==> config.mk <==
export PLATFORM = sky130hd
export DESIGN_NAME = mult_pow2_pipe_flat
export DESIGN_NICKNAME = d
export VERILOG_FILES = /design/src/rtl/mult_pkg.sv /design/src/rtl/mult_pow2_pipe_if.sv /design/src/rtl/mult_pow2_pipe_stage.sv /design/src/rtl/mult_pow2_pipe.sv /design/src/flat_wrapper.sv
export SDC_FILE = /design/constraint.sdc
export NUM_CORES = 1
export LEC_CHECK = 0
export ABC_AREA = 0
export CAP_MARGIN = 25
export CORE_ASPECT_RATIO = 1.25
export CORE_UTILIZATION = 51
export DETAILED_ROUTE_END_ITERATION = 10
export PLACE_DENSITY = 0.8
export SLEW_MARGIN = 20
export SYNTH_ARGS = -nofsm -noshare
export SYNTH_HDL_FRONTEND = slang
export SYNTH_SLANG_ARGS = --single-unit
==> constraint.sdc <==
create_clock -name clk -period 2.47 [get_ports clk]
set_input_delay 0.3705 -clock clk [delete_from_list [all_inputs] [get_ports clk]]
set_output_delay 0.3705 -clock clk [all_outputs]
set_load 0.005 [all_outputs]
==> src/rtl/mult_pkg.sv <==
// Shared definitions for the power-of-two multiplier pipeline.
// Holds the overflow-mode encodings and the full-product width helper.
// The per-stage payload struct depends on WIDTH, so each instantiating module declares it.
package mult_pkg;

  // Values of sat_en
  localparam logic MODE_WRAP = 1'b0;
  localparam logic MODE_SAT  = 1'b1;

  // Width of {operand, shamt zeros} at the largest shift: WIDTH + 2^SHW - 1
  function automatic int full_width(input int width, input int shw);
    return width + (1 << shw) - 1;
  endfunction

endpackage

==> src/rtl/mult_pow2_pipe_if.sv <==
// Handshake bundle for mult_pow2_pipe: operand side, result side and counter access.
// master = upstream/downstream environment, slave = the multiplier block.
// Ports: in/shamt/sat_en/in_valid/in_ready, out/out_ovf/out_valid/out_ready, ovf_cnt/cnt_clr.
interface mult_pow2_pipe_if #(
  parameter int WIDTH     = 10,
  parameter int SHW       = 3,
  parameter int CNT_WIDTH = 16
);
  logic [WIDTH-1:0]     in;
  logic [SHW-1:0]       shamt;
  logic                 sat_en;
  logic                 in_valid;
  logic                 in_ready;
  logic [WIDTH-1:0]     out;
  logic                 out_ovf;
  logic                 out_valid;
  logic                 out_ready;
  logic [CNT_WIDTH-1:0] ovf_cnt;
  logic                 cnt_clr;

  modport master (
    output in, shamt, sat_en, in_valid, out_ready, cnt_clr,
    input  in_ready, out, out_ovf, out_valid, ovf_cnt
  );

  modport slave (
    input  in, shamt, sat_en, in_valid, out_ready, cnt_clr,
    output in_ready, out, out_ovf, out_valid, ovf_cnt
  );
endinterface

==> src/rtl/mult_pow2_pipe_stage.sv <==
// One pipeline register of the multiplier: loads d when en is high, otherwise holds.
// Latency: 1 cycle. Backpressure: en low freezes the stage contents.
// Ports: clk, rst_n (async, active-low, clears to zero), en, d (payload in), q (payload out).
module mult_pow2_stage #(
  parameter type payload_t = logic
) (
  input  logic     clk,
  input  logic     rst_n,
  input  logic     en,
  input  payload_t d,
  output payload_t q
);

  always_ff @(posedge clk or negedge rst_n) begin
    if (!rst_n) begin
      q <= '0;
    end else if (en) begin
      q <= d;
    end
  end

endmodule

==> src/rtl/mult_pow2_pipe.sv <==
// Pipelined multiply by 2^shamt with wrap/saturate overflow and a saturating overflow counter.
// Latency: STAGES cycles, 1 transaction/cycle. Backpressure: global stall, all stages hold while
// out_valid & !out_ready; in_ready = !stall. Ports: clk, rst_n, bus (mult_pow2_pipe_if.slave).
module mult_pow2_pipe
  import mult_pkg::*;
#(
  parameter int WIDTH     = 10,
  parameter int SHW       = 3,
  parameter int STAGES    = 2,
  parameter int CNT_WIDTH = 16
) (
  input logic            clk,
  input logic            rst_n,
  mult_pow2_pipe_if.slave bus
);

  localparam int FULL_W = full_width(WIDTH, SHW);

  typedef struct packed {
    logic             valid;
    logic [WIDTH-1:0] result;
    logic             ovf;
  } stage_t;

  logic [FULL_W-1:0]    full;
  logic                 ovf;
  logic [WIDTH-1:0]     result;
  stage_t               in_stage;
  stage_t               pipe_d [STAGES];
  stage_t               pipe_q [STAGES];
  stage_t               last;
  logic                 stall;
  logic                 out_xfer;
  logic [CNT_WIDTH-1:0] cnt_q;

  // Shift into a register wide enough for the largest shift so no product bit is lost.
  always_comb begin
    full   = FULL_W'(bus.in) << bus.shamt;
    ovf    = |full[FULL_W-1:WIDTH];
    result = ((bus.sat_en == MODE_SAT) && ovf) ? '1 : full[WIDTH-1:0];
  end

  // Invalid slots carry zero data so bubbles read cleanly on waveforms.
  always_comb begin
    in_stage = '0;
    if (bus.in_valid) begin
      in_stage.valid  = 1'b1;
      in_stage.result = result;
      in_stage.ovf    = ovf;
    end
  end

  always_comb begin
    pipe_d[0] = in_stage;
    for (int i = 1; i < STAGES; i++) begin
      pipe_d[i] = pipe_q[i-1];
    end
  end

  assign last  = pipe_q[STAGES-1];
  // Bubbles are not squeezed out: a valid head stalls the whole pipe.
  assign stall = last.valid & ~bus.out_ready;

  for (genvar g = 0; g < STAGES; g++) begin : g_stage
    mult_pow2_stage #(.payload_t(stage_t)) u_stage (
      .clk   (clk),
      .rst_n (rst_n),
      .en    (~stall),
      .d     (pipe_d[g]),
      .q     (pipe_q[g])
    );
  end

  assign out_xfer = last.valid & bus.out_ready;

  // Clear wins over a same-cycle overflow delivery; the count sticks at all-ones.
  always_ff @(posedge clk or negedge rst_n) begin
    if (!rst_n) begin
      cnt_q <= '0;
    end else if (bus.cnt_clr) begin
      cnt_q <= '0;
    end else if (out_xfer && last.ovf && (cnt_q != '1)) begin
      cnt_q <= cnt_q + 1'b1;
    end
  end

  assign bus.in_ready  = ~stall;
  assign bus.out       = last.result;
  assign bus.out_ovf   = last.ovf;
  assign bus.out_valid = last.valid;
  assign bus.ovf_cnt   = cnt_q;

endmodule

==> src/flat_wrapper.sv <==
// flat-port wrapper written by rule: the top's interface ports become plain ports
module mult_pow2_pipe_flat import mult_pkg::*;
#(
  parameter int WIDTH     = 10,
  parameter int SHW       = 3,
  parameter int STAGES    = 2,
  parameter int CNT_WIDTH = 16
)
  (clk, rst_n, bus_in, bus_shamt, bus_sat_en, bus_in_valid, bus_out_ready, bus_cnt_clr, bus_in_ready, bus_out, bus_out_ovf, bus_out_valid, bus_ovf_cnt);
  mult_pow2_pipe_if #(.WIDTH(WIDTH), .SHW(SHW), .CNT_WIDTH(CNT_WIDTH)) bus_i ();
  input logic clk;
  input logic rst_n;
  input wire logic [$bits(bus_i.in)-1:0] bus_in;
  input wire logic [$bits(bus_i.shamt)-1:0] bus_shamt;
  input wire logic [$bits(bus_i.sat_en)-1:0] bus_sat_en;
  input wire logic [$bits(bus_i.in_valid)-1:0] bus_in_valid;
  input wire logic [$bits(bus_i.out_ready)-1:0] bus_out_ready;
  input wire logic [$bits(bus_i.cnt_clr)-1:0] bus_cnt_clr;
  output wire logic [$bits(bus_i.in_ready)-1:0] bus_in_ready;
  output wire logic [$bits(bus_i.out)-1:0] bus_out;
  output wire logic [$bits(bus_i.out_ovf)-1:0] bus_out_ovf;
  output wire logic [$bits(bus_i.out_valid)-1:0] bus_out_valid;
  output wire logic [$bits(bus_i.ovf_cnt)-1:0] bus_ovf_cnt;
  assign bus_i.in = bus_in;
  assign bus_i.shamt = bus_shamt;
  assign bus_i.sat_en = bus_sat_en;
  assign bus_i.in_valid = bus_in_valid;
  assign bus_i.out_ready = bus_out_ready;
  assign bus_i.cnt_clr = bus_cnt_clr;
  assign bus_in_ready = bus_i.in_ready;
  assign bus_out = bus_i.out;
  assign bus_out_ovf = bus_i.out_ovf;
  assign bus_out_valid = bus_i.out_valid;
  assign bus_ovf_cnt = bus_i.ovf_cnt;
  mult_pow2_pipe #(.WIDTH(WIDTH), .SHW(SHW), .STAGES(STAGES), .CNT_WIDTH(CNT_WIDTH)) u_core (.clk(clk), .rst_n(rst_n), .bus(bus_i));
endmodule
==> run_results.csv <==
group,metric,value,unit
timing,finalCritPeriodShare,0.838,
pwr,p_leak,1.20,nW
logic_synthesis,synth_edf_count,0,
routing,drt_first_pass_iters,5,
clock_network,cts-buffers-inserted,5,
logic_synthesis,async_reset_ff_frac,1.00,
worst_setup_path,reg2reg_to,"u_core.bus.ovf_cnt[4]",
routing,wl_per_cell,15.3,microns
routing,drt_wl_total,5.31,mm
floorplanning,chipHeight,76.5,microns
worst_setup_path,cp-start-kind,"input port",
pwr,ir_worst_vdd,353,uV
worst_setup_path,reg2regPathDepth,5,
clock_network,ctsRootBufferMaster,"clkbuf_8",
clock_network,hold_buffers,0,
finish,fill_cells,362,
clock_network,cts_setup_buffers,0,
floorplanning,initial_utilization,0.544,
routing,drtAntennaViolNets,0,
timing,slew_viol_final,0,
logic_synthesis,synth_flop_cell,"dfrtp_1",
logic_synthesis,ys_seq_elements,40,
worst_setup_path,critPathCaptureType,"primary output",
min_path,worst_hold_path_type,"in -> async",
worst_setup_path,cp.required,2.10,ns
floorplanning,num_rows,26,
grt,grt_pass1_vias,2013,
floorplanning,io_pins,48,
routing,vias,2058,
run,drv_cap,0,
routing,drt_iter0_drc,116,
place,place_hpwl,3.95,mm
grt,track_usage,0.252,
finish,antenna_cells,0,
grt,grt_overflow,0,
timing,fin_crit,2.07,ns
finish,final_cell_mix,"clkdlybuf4s50_1, nand2_1, dfrtp_1, o21ai_0, a21oi_1",
outcome,outcome,"completed",
finish,drive_above_1_share,0.0897,
routing,post-route-drc-count,0,
floorplanning,coreArea,4160,sq um
clock_network,htree_levels,2,
timing,fin_setup_tns,0,ns
worst_setup_path,r2r_slack,0.59,ns
logic_synthesis,yosysTopAreaCell,"dfrtp_1",
logic_synthesis,synth.distinct_cells,49,
grt,grt_first_pass_wirelength,8.98,mm
logic_synthesis,syn_nets,264,
worst_setup_path,crit_type,"in -> out",
routing,viasPerCell,5.95,
logic_synthesis,postSynthCellCount,244,
clock_network,clk_latency,0.29,ns
timing,tightest_slew,0.873,ns
finish,final_util,0.688,
clock_network,cts_sinks,40,
timing,fmax,483,MHz
timing,clock_skew,0.00409,ns
finish,final_nets,309,
clock_network,cts_tree,"done",
floorplanning,fp.dieArea,4710,sq um
worst_setup_path,critPathMaxFanout,15,
timing,relSlewSlack,0.418,
place,routabilityCongestion,0.898,
floorplanning,fp.dieW,61.6,microns
timing,grt_setup_unrepaired,"false",
finish,area_delta_synth_final,26.5,%
logic_synthesis,avgSynthCellArea,9.28,sq um
worst_setup_path,r2r_start,"u_core.bus.ovf_cnt[0]",
clock_network,clk_path_buf_depth,2,
logic_synthesis,netlist_area,2260,sq um
timing,setup_viol,0,
finish,final_common_cell,"clkdlybuf4s50_1",
pwr,cellPowerDensity,535,nW/um^2
logic_synthesis,synthTopCellsByArea,"dfrtp_1, nand2_1, mux2i_1",
logic_synthesis,ys_warn_count,0,
timing,hold_viol,0,
worst_setup_path,cp.arrival,1.70,ns
place,port_buffers,47,
grt,grt_max_degree,41,
clock_network,clkTransAtPathRegs,0.07,ns
logic_synthesis,yosys.area.top_type_share,0.442,
clock_network,postCtsResizedCells,0,
logic_synthesis,yosysSeqAreaShare,0.442,
grt,antenna_found_initial,0,
## metrics by stage
stage                     hold slack [ns]  instance area [sq um]  instances  setup slack [ns]  power, mW
after CTS                           0.229                   2870        346             0.397       1.54
after detailed placement            0.448                   2770        338             0.318       1.10
after global routing                0.269                   2870        346             0.330       1.62
after global placement              0.448                   2770        338             0.351       1.10
after floorplan                    0.0749                   2260        244             0.846      0.929
final                               0.191                   2870        346             0.400       1.53
## cells by family after synthesis
group | Yosys count | share of synthesized area
mux | 17 | 0.0829
flops | 40 | 0.442
simple gates | 104 | 0.254
compound gates | 63 | 0.181
fa+ha+maj | 1 | 0.00552
buf+inv | 19 | 0.0354
## power by group
| part | internal [mW] | total (mW) | switching, mW |
|---|---|---|---|
| combinational | 0.166 | 0.318 | 0.152 |
| clock | 0.223 | 0.445 | 0.222 |
| sequential | 0.727 | 0.770 | 0.0428 |
## how the worst max path moves through the flow
| stage | to | start | slack, ns | cells after the start |
|---|---|---|---|---|
| 3_3_place_gp | u_core.g_stage[0].u_stage.q[9] | bus_shamt[1] | 0.35 | 5 |
| 4_1_cts | bus_in_ready | bus_out_ready | 0.40 | 4 |
| 3_5_place_dp | u_core.g_stage[0].u_stage.q[2] | bus_shamt[0] | 0.32 | 6 |
| 5_1_grt | bus_in_ready | bus_out_ready | 0.33 | 4 |
| 6_report | bus_in_ready | bus_out_ready | 0.40 | 4 |
| 2_1_floorplan | u_core.bus.ovf_cnt[4] | u_core.bus.ovf_cnt[0] | 0.85 | 5 |
## layout make-up
class,instances,area [sq um],share of cell area
multi-input cells,185,1180,0.413
flip-flops and latches,40,1000,0.349
repair buffers,51,495,0.173
clock buffers,6,82.6,0.0288
well taps,56,70.1,0.0245
inverters,6,22.5,0.00786
clock inverters,2,10.0,0.00349
## sequential cells by signal (all words and copies together), names as in the netlist
register,cells
u_core.g_stage.u_stage.q,24
u_core.bus.ovf_cnt,16
## worst max-delay path, cell delays in order
cell and delay, ns:
clkdlybuf4s50_1 0.49, nor2b_1 0.07, inv_2 0.21, clkdlybuf4s50_1 0.55
## per-layer routing
layer  part of all wire  global-route usage
met4              0.017              0.0889
met5                  0                   0
met3              0.032              0.0441
met2               0.55               0.463
met1               0.40               0.273
## cell usage after synthesis, types with 3 or more instances
library cell / instances
nand3_1: 4
or3_1: 5
clkbuf_1: 8
a21oi_1: 16
buf_2: 3
mux2i_1: 12
mux2_1: 4
o211ai_1: 3
inv_1: 5
dfrtp_1: 40
or4_1: 5
nor2_1: 8
nor2b_1: 7
and2_1: 3
a32oi_1: 9
o31ai_1: 3
nand2_1: 43
a22oi_1: 5
nand2b_1: 4
nand4_1: 5
o21ai_0: 18
No activity file was read; power rests on OpenSTA's default activity.
==> RTL change (same flow settings) <==
Make the reset (`rst_n`) synchronous in 2 clocked blocks. Comments in the files are not updated.
--- a/src/rtl/mult_pow2_pipe_stage.sv
+++ b/src/rtl/mult_pow2_pipe_stage.sv
@@ -11,7 +11,7 @@
   output payload_t q
 );
 
-  always_ff @(posedge clk or negedge rst_n) begin
+  always_ff @(posedge clk) begin
     if (!rst_n) begin
       q <= '0;
     end else if (en) begin
--- a/src/rtl/mult_pow2_pipe.sv
+++ b/src/rtl/mult_pow2_pipe.sv
@@ -74,7 +74,7 @@
   assign out_xfer = last.valid & bus.out_ready;
 
   // Clear wins over a same-cycle overflow delivery; the count sticks at all-ones.
-  always_ff @(posedge clk or negedge rst_n) begin
+  always_ff @(posedge clk) begin
     if (!rst_n) begin
       cnt_q <= '0;
     end else if (bus.cnt_clr) begin
Behaviour: differs if rst_n is asserted again (counterexample within 4 cycles, from zero or initial values and one cycle with rst_n low); with rst_n held inactive, the same outputs for 10 cycles.
==> RTL change against the unedited design <==
- cell area down 3.6%
- combinational power down 42%
- worst setup slack worse by 0.12 ns
- power down 6.1%
- routed wire length down 2.4%
- synthesized area down 8.1%
- sequential cell count unchanged
- non-clock buffer count up 7
- critical endpoint is now u_core.g_stage[0].u_stage.q[5]
- largest power group unchanged
==> RTL change: results (changes against the unedited design) <==
Slew @ Worst Pin 0.7035 ns (-0.1699 ns); post-synthesis cell type count 39 (-20%); status finished clean; clock skew 0.01045 ns (+0.006356 ns); Placed Cells 349 (+3.3%); final worst setup slack 0.2803 ns (-0.1200 ns); Hold Crit Class reg2reg; drt first pass iters 4 (-1); global routing usage on met2 51.01% (+4.7 points); crit path capture type flip-flop; post-synthesis sequential area ratio 38.46% (-5.7 points); GRT Util Overall 27.14% (+1.9 points); leakage 0.9221 nW (-23%); Arrival @ worst endpoint 2.37 ns (+0.67 ns); DP Wirelength 3845 um (-2.7%); post-DR vias/cell 5.958 (+0.17%); crit path max fanout 5 (-10); vias in the first global route 1962 (-2.5%); Min Hold Slack 0.4567 ns (+0.2662 ns); DR iter-0 viols 192 (+66%); WL met3 239 um (+41%); Post-Route WL 5182 um (-2.4%); compound-cell area share of the yosys netlist 22.12% (+4.0 points); crit-path leading delay family compound AO/OA/AOI/OAI gates; Final Wtd Congestion 0.9210 (+2.6%)
-- RTL change: cell types whose count changed in the layout (fill, tap and decap cells not counted), moves of 4 or more --
cell	before	now
and2_1	3	8
dfxtp_1	0	40
a32oi_1	9	0
dfrtp_1	40	0
mux2_1	4	0
a21oi_1	16	37
a22oi_1	5	0
or4_1	5	10
o21ai_0	18	14
nor2b_1	7	1
o31ai_1	3	8
a41oi_1	0	4
buf_4	4	11
-- RTL change: final cells by class --
cell class | instances | area, um^2 | share of cell area [%]
multi-input cells | 192 | 1200 | 43.45
flip-flops and latches | 40 | 800.8 | 29.00
repair buffers | 58 | 553.0 | 20.03
clock buffers | 6 | 82.58 | 2.990
well taps | 54 | 67.56 | 2.447
clock inverters | 2 | 38.79 | 1.405
inverters | 5 | 18.77 | 0.6797
-- RTL change: report_power, final --
group | internal, mW | leakage, nW | switching (mW)
combinational | 0.0938 | 0.535 | 0.0922
sequential | 0.666 | 0.326 | 0.0132
clock | 0.331 | 0.0614 | 0.244
total | 1.09 | 0.922 | 0.349
